$ cat src/rtl/traffic_pkg.sv
// Shared encodings for the traffic lamp side: head states, monitor fault codes
// and monitor FSM states.
package traffic_pkg;

  typedef enum logic [1:0] {
    RED = 2'd0,
    YEL = 2'd1,
    GRN = 2'd2,
    BAD = 2'd3
  } head_t;

  localparam logic [2:0] FC_NONE         = 3'd0;
  localparam logic [2:0] FC_CONFLICT     = 3'd1;
  localparam logic [2:0] FC_MAIN_BAD     = 3'd2;
  localparam logic [2:0] FC_SIDE_BAD     = 3'd3;
  localparam logic [2:0] FC_MAIN_ILLEGAL = 3'd4;
  localparam logic [2:0] FC_SIDE_ILLEGAL = 3'd5;
  localparam logic [2:0] FC_MAIN_YSHORT  = 3'd6;
  localparam logic [2:0] FC_SIDE_YSHORT  = 3'd7;

  localparam logic [1:0] MON_OK    = 2'd0;
  localparam logic [1:0] MON_PEND  = 2'd1;
  localparam logic [1:0] MON_FAULT = 2'd2;

endpackage

$ cat src/rtl/lamp_head_checker.sv
// One signal head: decodes the three lamps, remembers last cycle's state and
// times the yellow phase, flagging malformed heads, illegal steps and short yellows.
module lamp_head_checker
  import traffic_pkg::*;
#(
  parameter int MIN_YELLOW = 3,
  parameter int CNT_W      = 8
) (
  input  logic clk,
  input  logic rst,
  input  logic grn,
  input  logic yel,
  input  logic red,
  output logic is_bad,
  output logic illegal,
  output logic yshort
);

  head_t            cur;
  head_t            prev;
  logic [CNT_W-1:0] dwell;
  logic             checkable;
  logic             legal_step;

  always_comb begin
    cur = BAD;
    case ({grn, yel, red})
      3'b001:  cur = RED;
      3'b010:  cur = YEL;
      3'b100:  cur = GRN;
      default: cur = BAD;
    endcase
  end

  // Sequence checks are meaningless when either end of the step is malformed.
  assign checkable  = (cur != BAD) && (prev != BAD);
  assign legal_step = (prev == cur)
                   || ((prev == GRN) && (cur == YEL))
                   || ((prev == YEL) && (cur == RED))
                   || ((prev == RED) && (cur == GRN));

  assign is_bad  = (cur == BAD);
  assign illegal = checkable && !legal_step;
  assign yshort  = checkable && (prev == YEL) && (cur == RED)
                && (dwell < CNT_W'(MIN_YELLOW));

  always_ff @(posedge clk or negedge rst) begin
    if (!rst) begin
      prev  <= RED;
      dwell <= '0;
    end else begin
      prev <= cur;
      if (cur == YEL) begin
        if (prev != YEL)
          dwell <= CNT_W'(1);
        else if (dwell != '1)
          dwell <= dwell + 1'b1;
      end else begin
        dwell <= '0;
      end
    end
  end

endmodule

$ cat src/rtl/traffic_lamp_monitor.sv
// Conflict monitor on the lamp outputs: filters level violations, latches the
// first fault by priority and drives the all-red flash enable while latched.
module traffic_lamp_monitor
  import traffic_pkg::*;
#(
  parameter int MIN_YELLOW = 3,
  parameter int FILTER     = 2,
  parameter int FLASH_HALF = 5,
  parameter int CNT_W      = 8
) (
  input  logic       clk,
  input  logic       rst,
  input  logic       MG,
  input  logic       MY,
  input  logic       MR,
  input  logic       SG,
  input  logic       SY,
  input  logic       SR,
  input  logic       clr_fault,
  output logic       fault,
  output logic [2:0] fault_code,
  output logic       flash,
  output logic       viol
);

  localparam int FILT_W = 4;

  logic              main_bad, main_ill, main_ys;
  logic              side_bad, side_ill, side_ys;
  logic              conflict, level, event_any, level_done;
  logic [7:0]        qual;
  logic [1:0]        state, state_nx;
  logic [FILT_W-1:0] filt_cnt, filt_nx;
  logic [2:0]        code_nx;
  logic [CNT_W-1:0]  flash_cnt;

  function automatic logic [2:0] pick_code(input logic [7:0] q);
    logic [2:0] c;
    c = FC_NONE;
    for (int i = 7; i >= 0; i--)
      if (q[i]) c = 3'(i);
    return c;
  endfunction

  lamp_head_checker #(.MIN_YELLOW(MIN_YELLOW), .CNT_W(CNT_W)) u_main (
    .clk     (clk),
    .rst     (rst),
    .grn     (MG),
    .yel     (MY),
    .red     (MR),
    .is_bad  (main_bad),
    .illegal (main_ill),
    .yshort  (main_ys)
  );

  lamp_head_checker #(.MIN_YELLOW(MIN_YELLOW), .CNT_W(CNT_W)) u_side (
    .clk     (clk),
    .rst     (rst),
    .grn     (SG),
    .yel     (SY),
    .red     (SR),
    .is_bad  (side_bad),
    .illegal (side_ill),
    .yshort  (side_ys)
  );

  assign conflict   = (MG | MY) & (SG | SY);
  assign level      = conflict | main_bad | side_bad;
  assign event_any  = main_ill | side_ill | main_ys | side_ys;
  assign viol       = level | event_any;
  assign level_done = level && ((filt_cnt + FILT_W'(1)) >= FILT_W'(FILTER));

  // Level codes only compete once the filter has run its course this cycle.
  always_comb begin
    qual                  = '0;
    qual[FC_CONFLICT]     = level_done & conflict;
    qual[FC_MAIN_BAD]     = level_done & main_bad;
    qual[FC_SIDE_BAD]     = level_done & side_bad;
    qual[FC_MAIN_ILLEGAL] = main_ill;
    qual[FC_SIDE_ILLEGAL] = side_ill;
    qual[FC_MAIN_YSHORT]  = main_ys;
    qual[FC_SIDE_YSHORT]  = side_ys;
  end

  always_comb begin
    state_nx = state;
    filt_nx  = filt_cnt;
    code_nx  = fault_code;
    case (state)
      MON_OK, MON_PEND: begin
        if (qual != '0) begin
          state_nx = MON_FAULT;
          filt_nx  = '0;
          code_nx  = pick_code(qual);
        end else if (level) begin
          state_nx = MON_PEND;
          filt_nx  = filt_cnt + FILT_W'(1);
        end else begin
          state_nx = MON_OK;
          filt_nx  = '0;
        end
      end
      MON_FAULT: begin
        if (clr_fault && !viol) begin
          state_nx = MON_OK;
          code_nx  = FC_NONE;
        end
      end
      default: begin
        state_nx = MON_OK;
        filt_nx  = '0;
        code_nx  = FC_NONE;
      end
    endcase
  end

  assign fault = (state == MON_FAULT);

  always_ff @(posedge clk or negedge rst) begin
    if (!rst) begin
      state      <= MON_OK;
      filt_cnt   <= '0;
      fault_code <= FC_NONE;
      flash      <= 1'b0;
      flash_cnt  <= '0;
    end else begin
      state      <= state_nx;
      filt_cnt   <= filt_nx;
      fault_code <= code_nx;
      if (state_nx == MON_FAULT) begin
        if (state != MON_FAULT) begin
          flash     <= 1'b1;
          flash_cnt <= '0;
        end else if (flash_cnt >= CNT_W'(FLASH_HALF - 1)) begin
          flash     <= ~flash;
          flash_cnt <= '0;
        end else if (flash_cnt != '1) begin
          flash_cnt <= flash_cnt + 1'b1;
        end
      end else begin
        flash     <= 1'b0;
        flash_cnt <= '0;
      end
    end
  end

endmodule

$ cat config.mk
export PLATFORM = sky130hd
export DESIGN_NAME = traffic_lamp_monitor
export DESIGN_NICKNAME = d
export VERILOG_FILES = /design/src/rtl/traffic_pkg.sv /design/src/rtl/lamp_head_checker.sv /design/src/rtl/traffic_lamp_monitor.sv
export SDC_FILE = /design/constraint.sdc
export NUM_CORES = 1
export LEC_CHECK = 0
export CAP_MARGIN = 20
export CELL_PAD_IN_SITES_DETAIL_PLACEMENT = 0
export CELL_PAD_IN_SITES_GLOBAL_PLACEMENT = 1
export CORE_UTILIZATION = 43
export CTS_BUF_LIST = sky130_fd_sc_hd__clkbuf_4 sky130_fd_sc_hd__clkbuf_8
export CTS_CLUSTER_DIAMETER = 120
export DETAILED_ROUTE_END_ITERATION = 10
export PLACE_DENSITY_LB_ADDON = 0.1
export SLEW_MARGIN = 40
export SYNTH_ARGS = -nofsm -noshare
export SYNTH_HDL_FRONTEND = slang
export SYNTH_SLANG_ARGS = --single-unit
$ cat constraint.sdc
create_clock -name clk -period 1.9 [get_ports clk]
set_input_delay 0.19 -clock clk [delete_from_list [all_inputs] [get_ports clk]]
set_output_delay 0.19 -clock clk [all_outputs]
set_load 0.005 [all_outputs]
# After elaboration in Yosys (flattened, before gate mapping)
# Cells that the tools add are included.
dict set report op_classes {
  n_addsub 4
  order_cmp 4
  eq_ne 37
  muxes 32
  bitwise_logic 13
  reduce_logical 35
}
# op count
set op_table {}
lappend op_table {{$mux 8} 10}
lappend op_table {{$mux 3} 9}
lappend op_table {{$add 8x1->8 const B} 3}
lappend op_table {{$ne 8x8->1 const B} 3}
lappend op_table {{$logic_and 1x1->1} 18}
lappend op_table {{$eq 2x2->1 const B} 8}
lappend op_table {{$lt 8x2->1 const B} 2}
lappend op_table {{$ne 2x2->1 const B} 6}
lappend op_table {{$pmux 2 s3} 2}
lappend op_table {{$eq 2x1->1 const B} 5}
lappend op_table {{$logic_not 2->1} 5}
lappend op_table {{$ge 8x3->1 const B} 1}
lappend op_table {{$mux 4} 2}
lappend op_table {{$or 1x1->1} 8}
lappend op_table {{$pmux 4 s2} 1}
lappend op_table {{$reduce_bool 8->1} 1}
lappend op_table {{$eq 3x1->1 const B} 2}
lappend op_table {{$eq 3x2->1 const B} 2}
lappend op_table {{$eq 3x3->1 const B} 2}
lappend op_table {{$logic_or 1x1->1} 6}
lappend op_table {{$ne 2x1->1 const B} 3}
lappend op_table {{$ne 3x3->1 const B} 2}
lappend op_table {{$pmux 3 s2} 1}
lappend op_table {{$add 4x1->4 const B} 1}
lappend op_table {{other kinds (12)} 22}
dict set report word_totals {
  register_bits 38
  in_bits 9
  output_inout_bits 6
  word_cells 134
}

# Longest topological paths before layout
dict set report depth {
  depth_word 19
  mapped_depth 8
  depth_no_buf 7
}

# Modules after synthesis
# From an unflattened synthesis, not the netlist that was laid out.
dict set report unflattened {
  cells_unflattened 206
  area_unflattened_um2 2093.3
}
# mod n_inst cells_per_inst area_each_um2
set by_module_without_submodules {}
lappend by_module_without_submodules {lamp_head_checker 2 64 624.3}
lappend by_module_without_submodules {traffic_lamp_monitor 1 78 844.6}

# Worst setup path before layout
# OpenSTA, ideal clock, no wires.
dict set report synth_timing {
  path_type {register to register}
  from {reg u_main.dwell[0]}
  to {reg u_main.dwell[5]}
  setup_ps 80
  arrival_time_ps 1777
  required_time_ps 1820
  setup_slack_ps 44
  stages_incl_launch_ff 9
  synth_period_minus_slack_ps 1856
  cell_sequence {dfrtp_1 -> ha_1 -> and3_1 -> nand3_1 -> or2_1 -> clkbuf_1 -> nand2b_1 -> or3_1 -> a21oi_1}
}
dict set report synth_via {
  elab_chain_len 4
  word_cells_on_any_way 6
}
# item line_no
set synth_rtl {}
lappend synth_rtl {{from (decl)} lamp_head_checker.sv:21} ;# logic [CNT_W-1:0] dwell;
lappend synth_rtl {{from (signal assigned)} lamp_head_checker.sv:57} ;# dwell <= dwell + 1'b1;
lappend synth_rtl {{$add 8x1->8} lamp_head_checker.sv:57}
lappend synth_rtl {{$mux 8} lamp_head_checker.sv:56} ;# else if (dwell != '1)
lappend synth_rtl {{$mux 8} lamp_head_checker.sv:54} ;# if (prev != YEL)
lappend synth_rtl {{$mux 8} lamp_head_checker.sv:53} ;# if (cur == YEL) begin
# Several ways; a longest one is shown, not always the timed one. The select of a mux whose other input is x is not followed.
# A chain may end at the register's enable or synchronous reset.

# Worst setup path in the final report
dict set report layout_timing {
  from {reg u_main.prev[0]}
  to {reg filt_cnt[0]}
}
dict set report layout_via {
  elab_chain_len 10
  word_cells_on_any_way 20
}
# item line_no
set layout_rtl {}
lappend layout_rtl {{from (decl)} lamp_head_checker.sv:20} ;# head_t prev;
lappend layout_rtl {{from (signal assigned)} lamp_head_checker.sv:52} ;# prev <= cur;
lappend layout_rtl {{$eq 2x2->1} lamp_head_checker.sv:38} ;# || ((prev == GRN) && (cur == YEL))
lappend layout_rtl {{$logic_and 1x1->1} lamp_head_checker.sv:38}
lappend layout_rtl {{$logic_or 1x1->1} lamp_head_checker.sv:38}
lappend layout_rtl {{$logic_or 1x1->1} lamp_head_checker.sv:39} ;# || ((prev == YEL) && (cur == RED))
lappend layout_rtl {{$logic_or 1x1->1} lamp_head_checker.sv:40} ;# || ((prev == RED) && (cur == GRN));
lappend layout_rtl {{$logic_not 1->1} lamp_head_checker.sv:43} ;# assign illegal = checkable && !legal_step;
lappend layout_rtl {{$logic_and 1x1->1} lamp_head_checker.sv:43}
lappend layout_rtl {{$reduce_bool 8->1 (*)} traffic_lamp_monitor.sv:91} ;# if (qual != '0) begin
lappend layout_rtl {{$mux 4 (*)} traffic_lamp_monitor.sv:91}
lappend layout_rtl {{$pmux 4 s2 (*)} traffic_lamp_monitor.sv:89} ;# case (state)
lappend layout_rtl {{to (signal assigned)} traffic_lamp_monitor.sv:128} ;# filt_cnt <= filt_nx;
lappend layout_rtl {{to (decl)} traffic_lamp_monitor.sv:33} ;# logic [FILT_W-1:0] filt_cnt, filt_nx;
# Every way passes the cells marked *; elsewhere a longest branch is shown, timed or not.

==> out/results.ini <==
[status]
run_status = finished clean

[yosys]
yosys_register_bits = 38
synth.most_common_cell = dfrtp_1
synthArstFlopShare = 1.00
ys_top_cells_by_count = 38 x dfrtp_1, 18 x nor2_1, 14 x nand3_1
ys.warnings.count = 0
netlist.top_cell.by_area = dfrtp_1
synth-edff-count = 0
post_synth_instance_area_um2 = 2140
syn_area_per_cell_um2 = 10.3
netlist-cell-type-count = 59
synth.yosys.seq_area_share = 0.444
synth_top_cell_area_share = 0.444
synth_ff_type = dfrtp_1
synth_cells = 208
synth.top_cells.by_area = dfrtp_1 44%, ha_1 3.5%, nand3_1 3.3%

[floorplanning]
die_y_um = 72.6
start_util = 0.451
boundaryPins = 15
core_area_um2 = 4750
die_x_um = 72.6
die_ar_um2 = 5270
row_count = 25

[clock_tree]
ctsHtreeMaxLevel = 2
latest_clock_arrival_within_the_worst_skew_pair_ns = 0.29
clk_transition_reported_paths_ns = 0.08
cts_buffer_count = 5
cts_tree = yes
cts_num_sinks = 38
root_buffer = clkbuf_8
cts-root-to-sink-buffers = 2

[final_layout]
antenna-diode-count = 0
finish.utilization = 0.629
area_growth_syn_to_layout_pct = 39.7
filler_cell_count = 404
layout.nets = 297
multi_input_comb_area_um2 = 1230
seqCellArea_um2 = 951
finalInstanceArea_um2 = 2990
drive_gt1_frac = 0.343
layout.cells.non_filler = 350

[routing]
final_antenna_net_count = 0
detailedRoute.firstIterationViolations = 59
detail_route.vias_per_cell = 5.16
via_count = 1806
post-route-drc-count = 0
post_drt_wl_per_cell_um = 13.5
first_pass_drt_iterations = 4
finalWirelength_mm = 4.74

[pwr]
switch_pwr_uw = 731
total_leakage_power_uw = 0.00136
switching_share = 0.275
powerDensity_nw_per_um2 = 886
p_clk_frac = 0.310
comb_power_share = 0.327
share_seq_of_total_power = 0.363
internal-power_uw = 1920
vdd_drop_max_uv = 363

[worst_setup_path]
timing.critical_path.arrival_ns = 2.07
worstSetupStartpointType = flip-flop
r2r_start = u_main.prev[0]
timing.critical_path.slowest_cell_delay_ns = 0.42
timing.critical_path.max_delay_family = simple AND/OR/NAND/NOR gates
timing.reg2reg.worst_path_depth = 7
crit_type = flip-flop to flip-flop
critPathSlowestCell = dfrtp_1
worst-path-max-fanout = 4
worstSetupEndpointType = flip-flop
worst-endpoint-required_ns = 2.10
chain_of_cells_forming_the_critical_path = nor4bb_4 -> o21bai_4 -> nand4_4 -> buf_6 -> or2_4 -> or3_4 -> o31ai_2
rrSetupSlack_ns = 0.04
regToRegEndpoint = filt_cnt[0]
cp.buffers_inverters = 1

[global_routing]
grt_util_all_layers = 0.195
vias_in_the_first_global_route = 1747
grt_overflow_total = 0
grt_start_max_net_pins = 39
grt_pass1_wl_mm = 7.80
initial_antenna_violation_count = 0

[placed_design]
placed_cells_incl_taps = 332
place_worst_setup_slack_ns = -0.543
buffer_ports.inserted = 14
gp_congestion = 0.784
dp_hpwl_mm = 3.41
postPlaceCellArea_um2 = 2680

[sta]
timing.fmax_mhz = 537
fin_worst_skew_ns = 0.00647
final-hold-violation-count = 0
timing.final.crit_period_ns = 1.86
setup-violations-final = 0
postLayoutSetupSlackWorst_ns = 0.0361
rsz_0062_raised_after_global_routing = yes
maxSlewViolCount = 0
final_min_period_over_clock_period = 0.981
finalSetupTns_ns = 0

[min_path]
whs_endpoint = u_main.prev[1]
timing.hold.worst.start = MG
min_delay_path_depth = 2
hold_class = primary input to flip-flop

[run]
drv.max_cap_violation_count = 0

-- metrics by stage --
step,hold WS (ns),power [uW]
3_5_place_dp,0.339,1700
3_3_place_gp,0.320,1670
4_1_cts,0.0252,2590
2_1_floorplan,-0.106,1350
6_report,0.316,2650
5_1_grt,0.332,2800
-- flip-flops by register name, indices dropped and copies added (netlist names) --
signal	flops
flash_cnt	8
u_side.dwell	8
u_side.prev	2
u_main.dwell	8
u_main.prev	2
fault_code	3
flash	1
filt_cnt	4
state	2
-- power groups by stage --
| stage | logic (uW) | registers [uW] | clock network (uW) |
|---|---|---|---|
| final | 868 | 962 | 822 |
| after global routing | 944 | 975 | 877 |
| after CTS | 791 | 959 | 840 |
| after detailed placement | 721 | 980 | 0 |
| after global placement | 698 | 976 | 0 |
| after floorplan | 387 | 967 | 0 |
-- placed cells by master, fill, tap and decap left out, types with 3 or more instances in the layout --
| cell | n |
|---|---|
| nor3_1 | 5 |
| dfrtp_1 | 38 |
| xor2_1 | 7 |
| xnor2_1 | 8 |
| nor3b_1 | 3 |
| dlygate4sd2_1 | 6 |
| nor2_1 | 18 |
| buf_4 | 56 |
| o21bai_1 | 3 |
| ha_2 | 4 |
| clkbuf_8 | 5 |
| a31oi_1 | 4 |
| conb_1 | 5 |
| and3_1 | 5 |
| inv_1 | 7 |
| or3_4 | 3 |
| nor2b_1 | 5 |
| a21oi_1 | 5 |
| nand2b_1 | 5 |
| nand2_1 | 9 |
| clkdlybuf4s50_1 | 6 |
| nand3_1 | 13 |
| and2_1 | 4 |
| a211oi_1 | 3 |
| o21ai_0 | 4 |
-- layout make-up --
class | count | share of cell area
sequential | 38 | 0.318
clock inverter | 3 | 0.0230
multi-input combinational | 159 | 0.411
tap | 67 | 0.0280
timing repair buffer | 71 | 0.189
clock buffer | 5 | 0.0230
inverter | 7 | 0.00878
-- per-layer routing --
metal  share of wire  vias up  routed length [um]  global-route usage
li1                -      879                   -                   -
met1            0.45      886                2150               0.253
met2            0.50       35                2380               0.325
met3           0.033        6                 154              0.0414
met4           0.012        0                  57              0.0654
met5               0        -                   0                   0
-- cell families after synthesis --
kind of cell / synth area share
AO/OA/AOI/OAI: 0.149
buffers and inverters: 0.0368
multiplexers: 0.00935
flip-flops: 0.444
AND/OR/NAND/NOR: 0.258
adder cells (fa/ha/maj): 0.0397
other: 0.00175
XOR/XNOR: 0.0613
-- worst max-delay path by stage --
| stage | endpoint | startpoint | cells past startpoint |
|---|---|---|---|
| detailed placement | viol | MR | 5 |
| floorplan | u_main.dwell[5] | u_main.dwell[0] | 8 |
| global route | filt_cnt[0] | u_main.prev[0] | 7 |
| global placement | viol | SY | 6 |
| finish | filt_cnt[0] | u_main.prev[0] | 7 |
| CTS | viol | u_main.dwell[1] | 6 |
-- repair_timing --
item | 4_1_cts | 5_1_grt
buffers inserted | 8 | 3
pin swaps | 11 | 11
hold buffers | 0 | 1
endpoints found under the setup margin | 10 | 10
resized for setup | 15 | 16
hold endpoints to repair | 0 | 38
gates cloned | 0 | 0
No activity file was read; power rests on OpenSTA's default activity.
